**src/rtl/pia_pkg.sv**
```systemverilog
// Purpose: shared constants and types for the Apple-1 PIA replacement (register map, TX states).
// Latency: n/a (package only).
// Backpressure: n/a.
package pia_pkg;

  // Register offsets within the $D010-$D013 window (addr[1:0]).
  localparam logic [1:0]  PIA_KBD   = 2'd0;
  localparam logic [1:0]  PIA_KBDCR = 2'd1;
  localparam logic [1:0]  PIA_DSP   = 2'd2;
  localparam logic [1:0]  PIA_DSPCR = 2'd3;

  // Decoder base address of the register window.
  localparam logic [15:0] PIA_BASE  = 16'hD010;

  typedef enum logic [1:0] {
    TX_IDLE = 2'd0,
    TX_PEND = 2'd1,
    TX_WAIT = 2'd2
  } tx_state_t;

  // Map 'a'..'z' to 'A'..'Z' when enabled; the full byte is compared so
  // 8'hE1 is not treated as lowercase. Returns the 7-bit stored value.
  function automatic logic [6:0] rx_map(input logic [7:0] b, input bit upcase);
    logic [6:0] r;
    r = b[6:0];
    if (upcase && (b >= 8'h61) && (b <= 8'h7A)) r[5] = 1'b0;
    return r;
  endfunction

endpackage

```
**src/rtl/sync_fifo.sv**
```systemverilog
// Purpose: generic single-clock FIFO with show-ahead dout.
// Latency: push visible on dout/count the clk after the push edge; pop advances on the edge.
// Backpressure: push while full and pop while empty are ignored; caller watches full/empty.
//
// Ports:
//   clk, res       clock and synchronous active-low reset (clears pointers and count)
//   push, din      write request and data
//   pop            read request; dout always shows the head entry
//   full, empty    occupancy flags
//   count          occupancy, $clog2(DEPTH)+1 bits
module sync_fifo #(
  parameter int WIDTH = 7,
  parameter int DEPTH = 16
) (
  input  logic                     clk,
  input  logic                     res,
  input  logic                     push,
  input  logic                     pop,
  input  logic [WIDTH-1:0]         din,
  output logic [WIDTH-1:0]         dout,
  output logic                     full,
  output logic                     empty,
  output logic [$clog2(DEPTH):0]   count
);

  localparam int AW = $clog2(DEPTH);
  localparam logic [AW:0] FULL_CNT = DEPTH[AW:0];

  logic [WIDTH-1:0] mem [DEPTH];
  logic [AW-1:0]    wr_ptr;
  logic [AW-1:0]    rd_ptr;
  logic             do_push;
  logic             do_pop;

  assign do_push = push & ~full;
  assign do_pop  = pop & ~empty;

  assign dout  = mem[rd_ptr];
  assign empty = (count == '0);
  assign full  = (count == FULL_CNT);

  // Pointers wrap naturally because DEPTH is a power of two.
  always_ff @(posedge clk) begin
    if (!res) begin
      wr_ptr <= '0;
      rd_ptr <= '0;
      count  <= '0;
    end else begin
      if (do_push) wr_ptr <= wr_ptr + 1'b1;
      if (do_pop)  rd_ptr <= rd_ptr + 1'b1;
      case ({do_push, do_pop})
        2'b10:   count <= count + 1'b1;
        2'b01:   count <= count - 1'b1;
        default: count <= count;
      endcase
    end
  end

  // Storage is not reset; only the pointers define what is valid.
  always_ff @(posedge clk) begin
    if (do_push) mem[wr_ptr] <= din;
  end

endmodule

```
**src/rtl/pia_uart_bridge.sv**
```systemverilog
// Purpose: Apple-1 PIA replacement; Wozmon KBD/KBDCR/DSP/DSPCR registers over a uart with RX FIFO.
// Latency: reads registered into dbi on the bus edge; tx_start 1 clk after a DSP write if uart idle.
// Backpressure: RX throttled by cts (registered occupancy threshold); full FIFO drops and sets rx_overrun.
//
// Ports:
//   clk, res                 clock; synchronous active-low reset
//   phi_en, cs, addr, rw     CPU bus strobe, select, register offset, direction
//   dbo / dbi                CPU write data / registered read data
//   rx_received, rx_byte     uart receive pulse and byte
//   tx_busy                  uart transmitter busy
//   tx_start, tx_byte        one-clk transmit pulse and 7-bit ASCII byte
//   cts, rx_overrun          host pause request; sticky RX drop flag
module pia_uart_bridge
  import pia_pkg::*;
#(
  parameter int DEPTH      = 16,
  parameter int CTS_MARGIN = 4,
  parameter bit UPCASE     = 1'b1
) (
  input  logic       clk,
  input  logic       res,
  input  logic       phi_en,
  input  logic       cs,
  input  logic [1:0] addr,
  input  logic       rw,
  input  logic [7:0] dbo,
  output logic [7:0] dbi,
  input  logic       rx_received,
  input  logic [7:0] rx_byte,
  input  logic       tx_busy,
  output logic       tx_start,
  output logic [7:0] tx_byte,
  output logic       cts,
  output logic       rx_overrun
);

  localparam int CNT_W = $clog2(DEPTH) + 1;
  localparam int CTS_LEVEL_I = DEPTH - CTS_MARGIN;
  localparam logic [CNT_W-1:0] CTS_LEVEL = CTS_LEVEL_I[CNT_W-1:0];

  logic             bus_acc;
  logic             bus_rd;
  logic             rd_kbd;
  logic             rd_kbdcr;
  logic             wr_dsp;
  logic             fifo_push;
  logic             fifo_pop;
  logic             overrun_evt;
  logic [6:0]       fifo_din;
  logic [6:0]       fifo_dout;
  logic             fifo_full;
  logic             fifo_empty;
  logic [CNT_W-1:0] fifo_count;

  tx_state_t        tx_state;
  logic             tx_pending;
  logic             wait_cnt;

  // dbo[7] is forced to 0 on TX; rx_byte[7] only matters to the upcase compare.
  logic             unused_bits;
  assign unused_bits = ^{dbo[7], rx_byte[7]};

  assign bus_acc  = phi_en & cs;
  assign bus_rd   = bus_acc & rw;
  assign rd_kbd   = bus_rd & (addr == PIA_KBD);
  assign rd_kbdcr = bus_rd & (addr == PIA_KBDCR);
  assign wr_dsp   = bus_acc & ~rw & (addr == PIA_DSP);

  // Pop only when something is there, so an empty-FIFO KBD read returns 00
  // while a same-edge push still lands.
  assign fifo_pop    = rd_kbd & ~fifo_empty;
  assign fifo_push   = rx_received & ~fifo_full;
  assign overrun_evt = rx_received & fifo_full;
  assign fifo_din    = rx_map(rx_byte, UPCASE);

  sync_fifo #(
    .WIDTH (7),
    .DEPTH (DEPTH)
  ) u_fifo (
    .clk   (clk),
    .res   (res),
    .push  (fifo_push),
    .pop   (fifo_pop),
    .din   (fifo_din),
    .dout  (fifo_dout),
    .full  (fifo_full),
    .empty (fifo_empty),
    .count (fifo_count)
  );

  // Register read path, overrun flag and cts.
  always_ff @(posedge clk) begin
    if (!res) begin
      dbi        <= 8'h00;
      rx_overrun <= 1'b0;
      cts        <= 1'b0;
    end else begin
      if (bus_rd) begin
        case (addr)
          PIA_KBD:   dbi <= fifo_empty ? 8'h00 : {1'b1, fifo_dout};
          PIA_KBDCR: dbi <= {~fifo_empty, 6'b0, rx_overrun};
          PIA_DSP:   dbi <= {tx_pending | tx_busy, 7'b0};
          default:   dbi <= 8'h00;
        endcase
      end
      // A drop on the same edge as the clearing read keeps the flag set.
      if (overrun_evt)   rx_overrun <= 1'b1;
      else if (rd_kbdcr) rx_overrun <= 1'b0;
      cts <= (fifo_count >= CTS_LEVEL);
    end
  end

  // TX sequencer. WAIT gives the uart up to two clks to raise tx_busy so the
  // CPU never sees DSP ready in the gap between tx_start and busy.
  always_ff @(posedge clk) begin
    if (!res) begin
      tx_state   <= TX_IDLE;
      tx_pending <= 1'b0;
      tx_start   <= 1'b0;
      tx_byte    <= 8'h00;
      wait_cnt   <= 1'b0;
    end else begin
      tx_start <= 1'b0;
      case (tx_state)
        TX_IDLE: begin
          if (wr_dsp && !tx_pending) begin
            tx_byte    <= {1'b0, dbo[6:0]};
            tx_pending <= 1'b1;
            tx_state   <= TX_PEND;
          end
        end
        TX_PEND: begin
          if (!tx_busy) begin
            tx_start <= 1'b1;
            wait_cnt <= 1'b0;
            tx_state <= TX_WAIT;
          end
        end
        TX_WAIT: begin
          if (tx_busy || wait_cnt) begin
            tx_pending <= 1'b0;
            tx_state   <= TX_IDLE;
          end else begin
            wait_cnt <= 1'b1;
          end
        end
        default: begin
          tx_pending <= 1'b0;
          tx_state   <= TX_IDLE;
        end
      endcase
    end
  end

endmodule
```
**config.mk**
```make
export PLATFORM = sky130hd
export DESIGN_NAME = pia_uart_bridge
export DESIGN_NICKNAME = d
export VERILOG_FILES = /design/src/rtl/pia_pkg.sv /design/src/rtl/sync_fifo.sv /design/src/rtl/pia_uart_bridge.sv
export SDC_FILE = /design/constraint.sdc
export NUM_CORES = 1
export LEC_CHECK = 0
export ABC_AREA = 1
export CORE_AREA = 2 2 116 118
export DETAILED_ROUTE_END_ITERATION = 16
export DIE_AREA = 0 0 118 120
export DONT_BUFFER_PORTS = 1
export HOLD_SLACK_MARGIN = 0.08
export PLACE_DENSITY = 0.66
export SYNTH_ARGS = -nofsm -noshare
export SYNTH_HDL_FRONTEND = slang
export SYNTH_SLANG_ARGS = --single-unit
```
**constraint.sdc**
```tcl
create_clock -name clk -period 2.88 [get_ports clk]
set_input_delay 0.144 -clock clk [delete_from_list [all_inputs] [get_ports clk]]
set_output_delay 0.144 -clock clk [all_outputs]
set_load 0.01 [all_outputs]
```
# ---- After elaboration in Yosys (flattened, before gate mapping)
# Memories as Yosys holds them, arrays and structs flattened. A register that Yosys moved wholly into a read port is not among the register bits.
# Index checks and enable logic that the tools add are counted.
dict set report classes {
  addsub 4
  eq_ne 11
  bitwise_logic 16
  magnitude_cmp 3
  n_reduce_logical 15
  n_mux 21
}
# op n
set ops {}
lappend ops {{$pmux 8 s3} 1}
lappend ops {{$and 1x1->1} 11}
lappend ops {{$mux 1} 10}
lappend ops {{$pmux 5 s2} 1}
lappend ops {{$reduce_and 3->1} 3}
lappend ops {{$add 4x1->4 const B} 2}
lappend ops {{$ge 8x7->1 const B} 1}
lappend ops {{$le 8x7->1 const B} 1}
lappend ops {{$mux 4} 2}
lappend ops {{$mux 8} 1}
lappend ops {{$ne 2x2->1 const B} 4}
lappend ops {{$eq 2x1->1 const B} 3}
lappend ops {{$eq 2x2->1 const B} 3}
lappend ops {{$mux 2} 3}
lappend ops {{$pmux 2 s3} 1}
lappend ops {{$reduce_bool 2->1} 3}
lappend ops {{$add 5x1->5 const B} 1}
lappend ops {{$eq 5x5->1 const B} 1}
lappend ops {{$ge 5x4->1 const B} 1}
lappend ops {{$logic_not 5->1} 1}
lappend ops {{$sub 5x1->5 const B} 1}
lappend ops {{$logic_not 2->1} 2}
lappend ops {{$not 1->1} 4}
lappend ops {{$reduce_and 2->1} 2}
lappend ops {{6 further kinds} 7}
dict set report word_totals {
  n_memories 1
  mem_bits_rw 112
  in_bits 25
  output_inout_bits 19
  elab_cells 82
  reg_bits 35
}
# name depth word_bits rd rd_clocked_by_memory_dff wr line
set memory_table {}
lappend memory_table {u_fifo.mem 16 7 1 1 1 sync_fifo.sv:29} ;# logic [WIDTH-1:0] mem [DEPTH];

# ---- Longest topological paths before layout
dict set report depth {
  depth_word 7
  mapped_depth 18
  ltp_nobuf 18
}

# ---- By module
# Synthesis repeated with hierarchy kept, for this count alone.
dict set report unflattened {
  hier_cells 572
  hier_area_um2 6437.4
}
# module area_per_inst_um2 n_inst seq_area_each_um2 cells_per_inst
set by_module_without_submodules {}
lappend by_module_without_submodules {sync_fifo 5455.2 1 3703.6 432}
lappend by_module_without_submodules {pia_uart_bridge 982.2 1 440.4 140}

# ---- Least setup slack after synthesis
# OpenSTA, ideal clock, no wires.
dict set report synth_timing {
  path_type {reg-to-reg}
  startpoint {register u_fifo.count[0]}
  endpoint {register u_fifo.count[4]}
  setup_slack_ps 526
  path_stages_with_launch 19
  path_buffers 0
  arrival_ps 2241
  cell_sequence {dfxtp_1 -> nor4_2 -> nand2_1 -> nand2_1 -> inv_2 -> nand2_2 -> inv_2 -> ha_1 -> xor2_1 -> ha_1 -> inv_1 -> nand2_1 -> nand2_1 -> o21ai_1 -> a21oi_1 -> o21ai_0 -> nand2_1 -> nand2_1 -> nor2_1}
}
dict set report synth_via {
  elab_chain_cells 6
  elab_cells_between_ends 14
}
# element line
set synth_rtl {}
lappend synth_rtl {{start: declaration} sync_fifo.sv:23} ;# output logic [$clog2(DEPTH):0] count
lappend synth_rtl {{start signal: assignment} sync_fifo.sv:52} ;# 2'b10: count <= count + 1'b1;
lappend synth_rtl {{start signal: assignment} sync_fifo.sv:53} ;# 2'b01: count <= count - 1'b1;
lappend synth_rtl {{start signal: assignment} sync_fifo.sv:54} ;# default: count <= count;
lappend synth_rtl {{$eq 5x5->1 / $logic_not 5->1 (equally long branches)} {sync_fifo.sv:40, sync_fifo.sv:39}}
lappend synth_rtl {{$not 1->1, on equally long branches} -}
lappend synth_rtl {{$and 1x1->1, on equally long branches} {pia_uart_bridge.sv:72, pia_uart_bridge.sv:71}}
lappend synth_rtl {{$and 1x1->1, on equally long branches} {sync_fifo.sv:35, sync_fifo.sv:36}}
lappend synth_rtl {{$eq 2x1->1 / $eq 2x2->1 (equally long branches)} sync_fifo.sv:51} ;# case ({do_push, do_pop})
lappend synth_rtl {{$pmux 5 s2 / $reduce_bool 2->1 (equally long branches)} -}
# Several ways; a longest one is shown, not always the timed one.
# A chain may end at the register's enable or synchronous reset.

# ---- Worst setup path in the final report
dict set report layout_timing {
  startpoint {register u_fifo.count[1]}
  endpoint {register u_fifo.count[4]}
}
# Same word-level chain as after synthesis.

==> results.sh <==
export IMPL_status="finished, final reports clean"
export IMPL_port_buffers=0
export IMPL_hpwl_um=8500
export IMPL_ys_async_sr_fraction_pct=0
export IMPL_netlist_top_cells_count="edfxtp_1, nor2_1, nand2_1"
export IMPL_clk_pin_slew_ns=0.06
export IMPL_synth_edf_count=112
export IMPL_grt_use_met1_pct=26.8
export IMPL_drt_initial_drc_count=369
export IMPL_ys_warn_count=0
export IMPL_synthTopCellsByArea="edfxtp_1, dfxtp_1, nor2_1"
export IMPL_cts_max_level=4
export IMPL_final_cells=804
export IMPL_track_usage_pct=21.3
export IMPL_crit_type="reg2reg"
export IMPL_start_util_pct=48.7
export IMPL_clkSinkCount=151
export IMPL_syn_to_final_growth_pct=14.8
export IMPL_period_share_pct=88.9
export IMPL_die_area_um2=14200
export IMPL_die_w_um=118
export IMPL_cpPeakStageDelay_ns=0.38
export IMPL_leakage_nw=2.59
export IMPL_synth_net_count=626
export IMPL_drv_cap=0
export IMPL_cp_start_kind="flop"
export IMPL_syn_area_per_cell_um2=10.7
export IMPL_overflow=0
export IMPL_gp_congestion=0.801
export IMPL_cp_arrival_ns=2.87
export IMPL_grt_use_met2_pct=35.1
export IMPL_rsz0062_at_grt="no"
export IMPL_syn_inst=593
export IMPL_relSlewSlack_pct=36.1
export IMPL_wirelength_um=14600
export IMPL_yosysMostFrequentCell="edfxtp_1"
export IMPL_synthDominantCellAreaShare_pct=53.2
export IMPL_hp_class="in2reg"
export IMPL_finalHoldViolCount=0
export IMPL_path_max_fanout=11
export IMPL_clockBufferDepth=2
export IMPL_worstMarginPinSlew_ns=0.958
export IMPL_ys_seq_elements=151
export IMPL_path_buf_inv=3
export IMPL_setup_viol=0
export IMPL_critical_path_top_delay_family="simple AND/OR/NAND/NOR gates"
export IMPL_tns_ns=0
export IMPL_min_period_ns=2.56
export IMPL_worstPathRequired_ns=3.19
export IMPL_synth_area_um2=6320
export IMPL_drc=0
export IMPL_fin_ws_ns=0.320
export IMPL_fp_row_count=42
export IMPL_finClkSkew_ns=0.00620
export IMPL_dp_cells=748
export IMPL_ys_seq_area_share_pct=65.6
export IMPL_core_area_um2=13000
export IMPL_grt_busiest_layer="met2"
export IMPL_p_total_mw=4.86
export IMPL_yosysTopAreaCell="edfxtp_1"
export IMPL_ioPinCount=44
export IMPL_grt_pass1_vias=4275
export IMPL_drive_gt1_share_pct=9.09
export IMPL_clk_latency_ns=0.42
export IMPL_cp_end_kind="flop"
export IMPL_viasPerCell=5.43
export IMPL_cp_common_cell="nand2_1"
export IMPL_dp_slack_ns=0.207
export IMPL_cts_root_buf="clkbuf_16"
export IMPL_max_freq_mhz=391
export IMPL_drt_first_pass_iters=5
export IMPL_num_vias=4369
export IMPL_num_nets_final=647
export IMPL_irDropWorstVdd_mv=0.395
export IMPL_crit_slowest_cell="dfxtp_1"
export IMPL_cts_tree="done"
export IMPL_nFillCells=1085
export IMPL_pwr_density_cell_nw_per_um2=670
export IMPL_yosysUniqueCellTypes=34
export IMPL_die_y_um=120
export IMPL_grt_max_degree=57
export IMPL_numCtsBuffers=17
export IMPL_grt_pass1_wl_um=22500
export IMPL_grt_antenna_before_repair=0
export IMPL_drtAntennaViolNets=0
export IMPL_slew_viol_final=0
export IMPL_post_drt_wl_per_cell_um=18.1
export IMPL_crit_chain="nor4_4 -> nand2_1 -> nand2_1 -> inv_2 -> nand2_2 -> inv_2 -> ha_2 -> xor2_2 -> ha_1 -> inv_1 -> nand2_1 -> nand2_1 -> o21ai_1 -> a21oi_1 -> o21ai_0 -> nand2_1 -> nand2_1 -> nor2_1"
export IMPL_met3_usage_pct=4.80
export IMPL_synth_main_ff_cell="edfxtp_1"
==> layout make-up <==
| class | count | area, µm² | area share, % |
|---|---|---|---|
| multi-input combinational | 380 | 1900 | 26.2 |
| tap | 176 | 220 | 3.04 |
| inverter | 37 | 140 | 1.93 |
| sequential | 151 | 4150 | 57.2 |
| clock buffer | 21 | 450 | 6.21 |
| antenna | 1 | 2.50 | 0.0345 |
| timing repair buffer | 27 | 260 | 3.59 |
| clock inverter | 11 | 133 | 1.83 |
==> cells in the final DEF (no fill, tap or decap), types with 2 or more instances in the layout <==
| master | n |
|---|---|
| a21oi_1 | 23 |
| a21oi_2 | 3 |
| buf_4 | 4 |
| bufinv_16 | 3 |
| clkbuf_1 | 3 |
| clkbuf_16 | 17 |
| clkinv_1 | 2 |
| clkinv_2 | 5 |
| clkinvlp_4 | 2 |
| dfxtp_1 | 38 |
| dlygate4sd3_1 | 23 |
| edfxtp_1 | 112 |
| ha_1 | 7 |
| inv_1 | 29 |
| inv_2 | 7 |
| nand2_1 | 92 |
| nand2_2 | 3 |
| nand3_1 | 38 |
| nand3_2 | 2 |
| nor2_1 | 106 |
| nor2_2 | 2 |
| o211ai_1 | 20 |
| o21ai_0 | 33 |
| o21ai_1 | 27 |
| o22ai_1 | 4 |
| xnor2_1 | 3 |
| xor2_1 | 4 |
==> state kept, by name, summed over array words and instances (netlist names), named ones only <==
register       count
tx_state           2
u_fifo.count       5
tx_start           1
tx_byte            7
tx_pending         1
u_fifo.rd_ptr      4
wait_cnt           1
u_fifo.wr_ptr      4
dbi                8
cts                1
rx_overrun         1
u_fifo.mem       112
==> worst reg2reg max path, stage by stage (launching register included) <==
cell and delay [ns]:
dfxtp_1 0.38, nor4_4 0.32, nand2_1 0.10, nand2_1 0.08, inv_2 0.04, nand2_2 0.11
inv_2 0.11, ha_2 0.24, xor2_2 0.17, ha_1 0.16, inv_1 0.03, nand2_1 0.09
nand2_1 0.06, o21ai_1 0.17, a21oi_1 0.09, o21ai_0 0.10, nand2_1 0.07, nand2_1 0.07
nor2_1 0.04
==> kinds of logic after synthesis <==
family	after synthesis	share of synthesized area, %
compound gates	113	10.2
buf+inv	62	4.62
simple gates	250	16.8
xor+xnor	8	1.11
other cells	1	0.0594
flops	151	65.6
fa+ha+maj	8	1.58
==> power breakdown <==
group	switching, mW	internal [mW]
Combinational	0.163	0.0820
Clock	0.836	1.37
Sequential	0.0308	2.38
Total	1.03	3.83
==> per-layer routing <==
metal	vias to the layer above	share of wire (%)	wire (µm)
li1	2083	-	-
met1	2092	42	6190
met2	166	48	7010
met3	28	6.6	968
met4	0	2.7	399
met5	-	0	0
==> what timing repair did <==
action | 4_1_cts | 5_1_grt
setup endpoints to repair | 0 | 1
endpoints found under the hold margin | 116 | 0
setup buffers | 0 | 0
resized for setup | 0 | 3
hold buffers | 23 | 0
==> path summary, 6_finish.rpt <==
path | from | to | cells past startpoint | slack [ns]
hold reg to reg | wait_cnt | wait_cnt | 2 | 0.49
setup / recovery | u_fifo.count[1] | u_fifo.count[4] | 18 | 0.32
hold / removal | rw | dbi[2] | 3 | 0.09
setup reg to reg | u_fifo.count[1] | u_fifo.count[4] | 18 | 0.32
==> per-stage QoR <==
step	hold WS, ns	instance area (µm²)	utilization (%)
2_1_floorplan	0.243	6320	-
3_3_place_gp	0.244	6420	49.4
3_5_place_dp	0.244	6420	49.4
4_1_cts	0.0838	7230	55.7
5_1_grt	0.104	7250	55.8
6_report	0.0874	7250	55.9
Power figures use the tool's default switching activity.
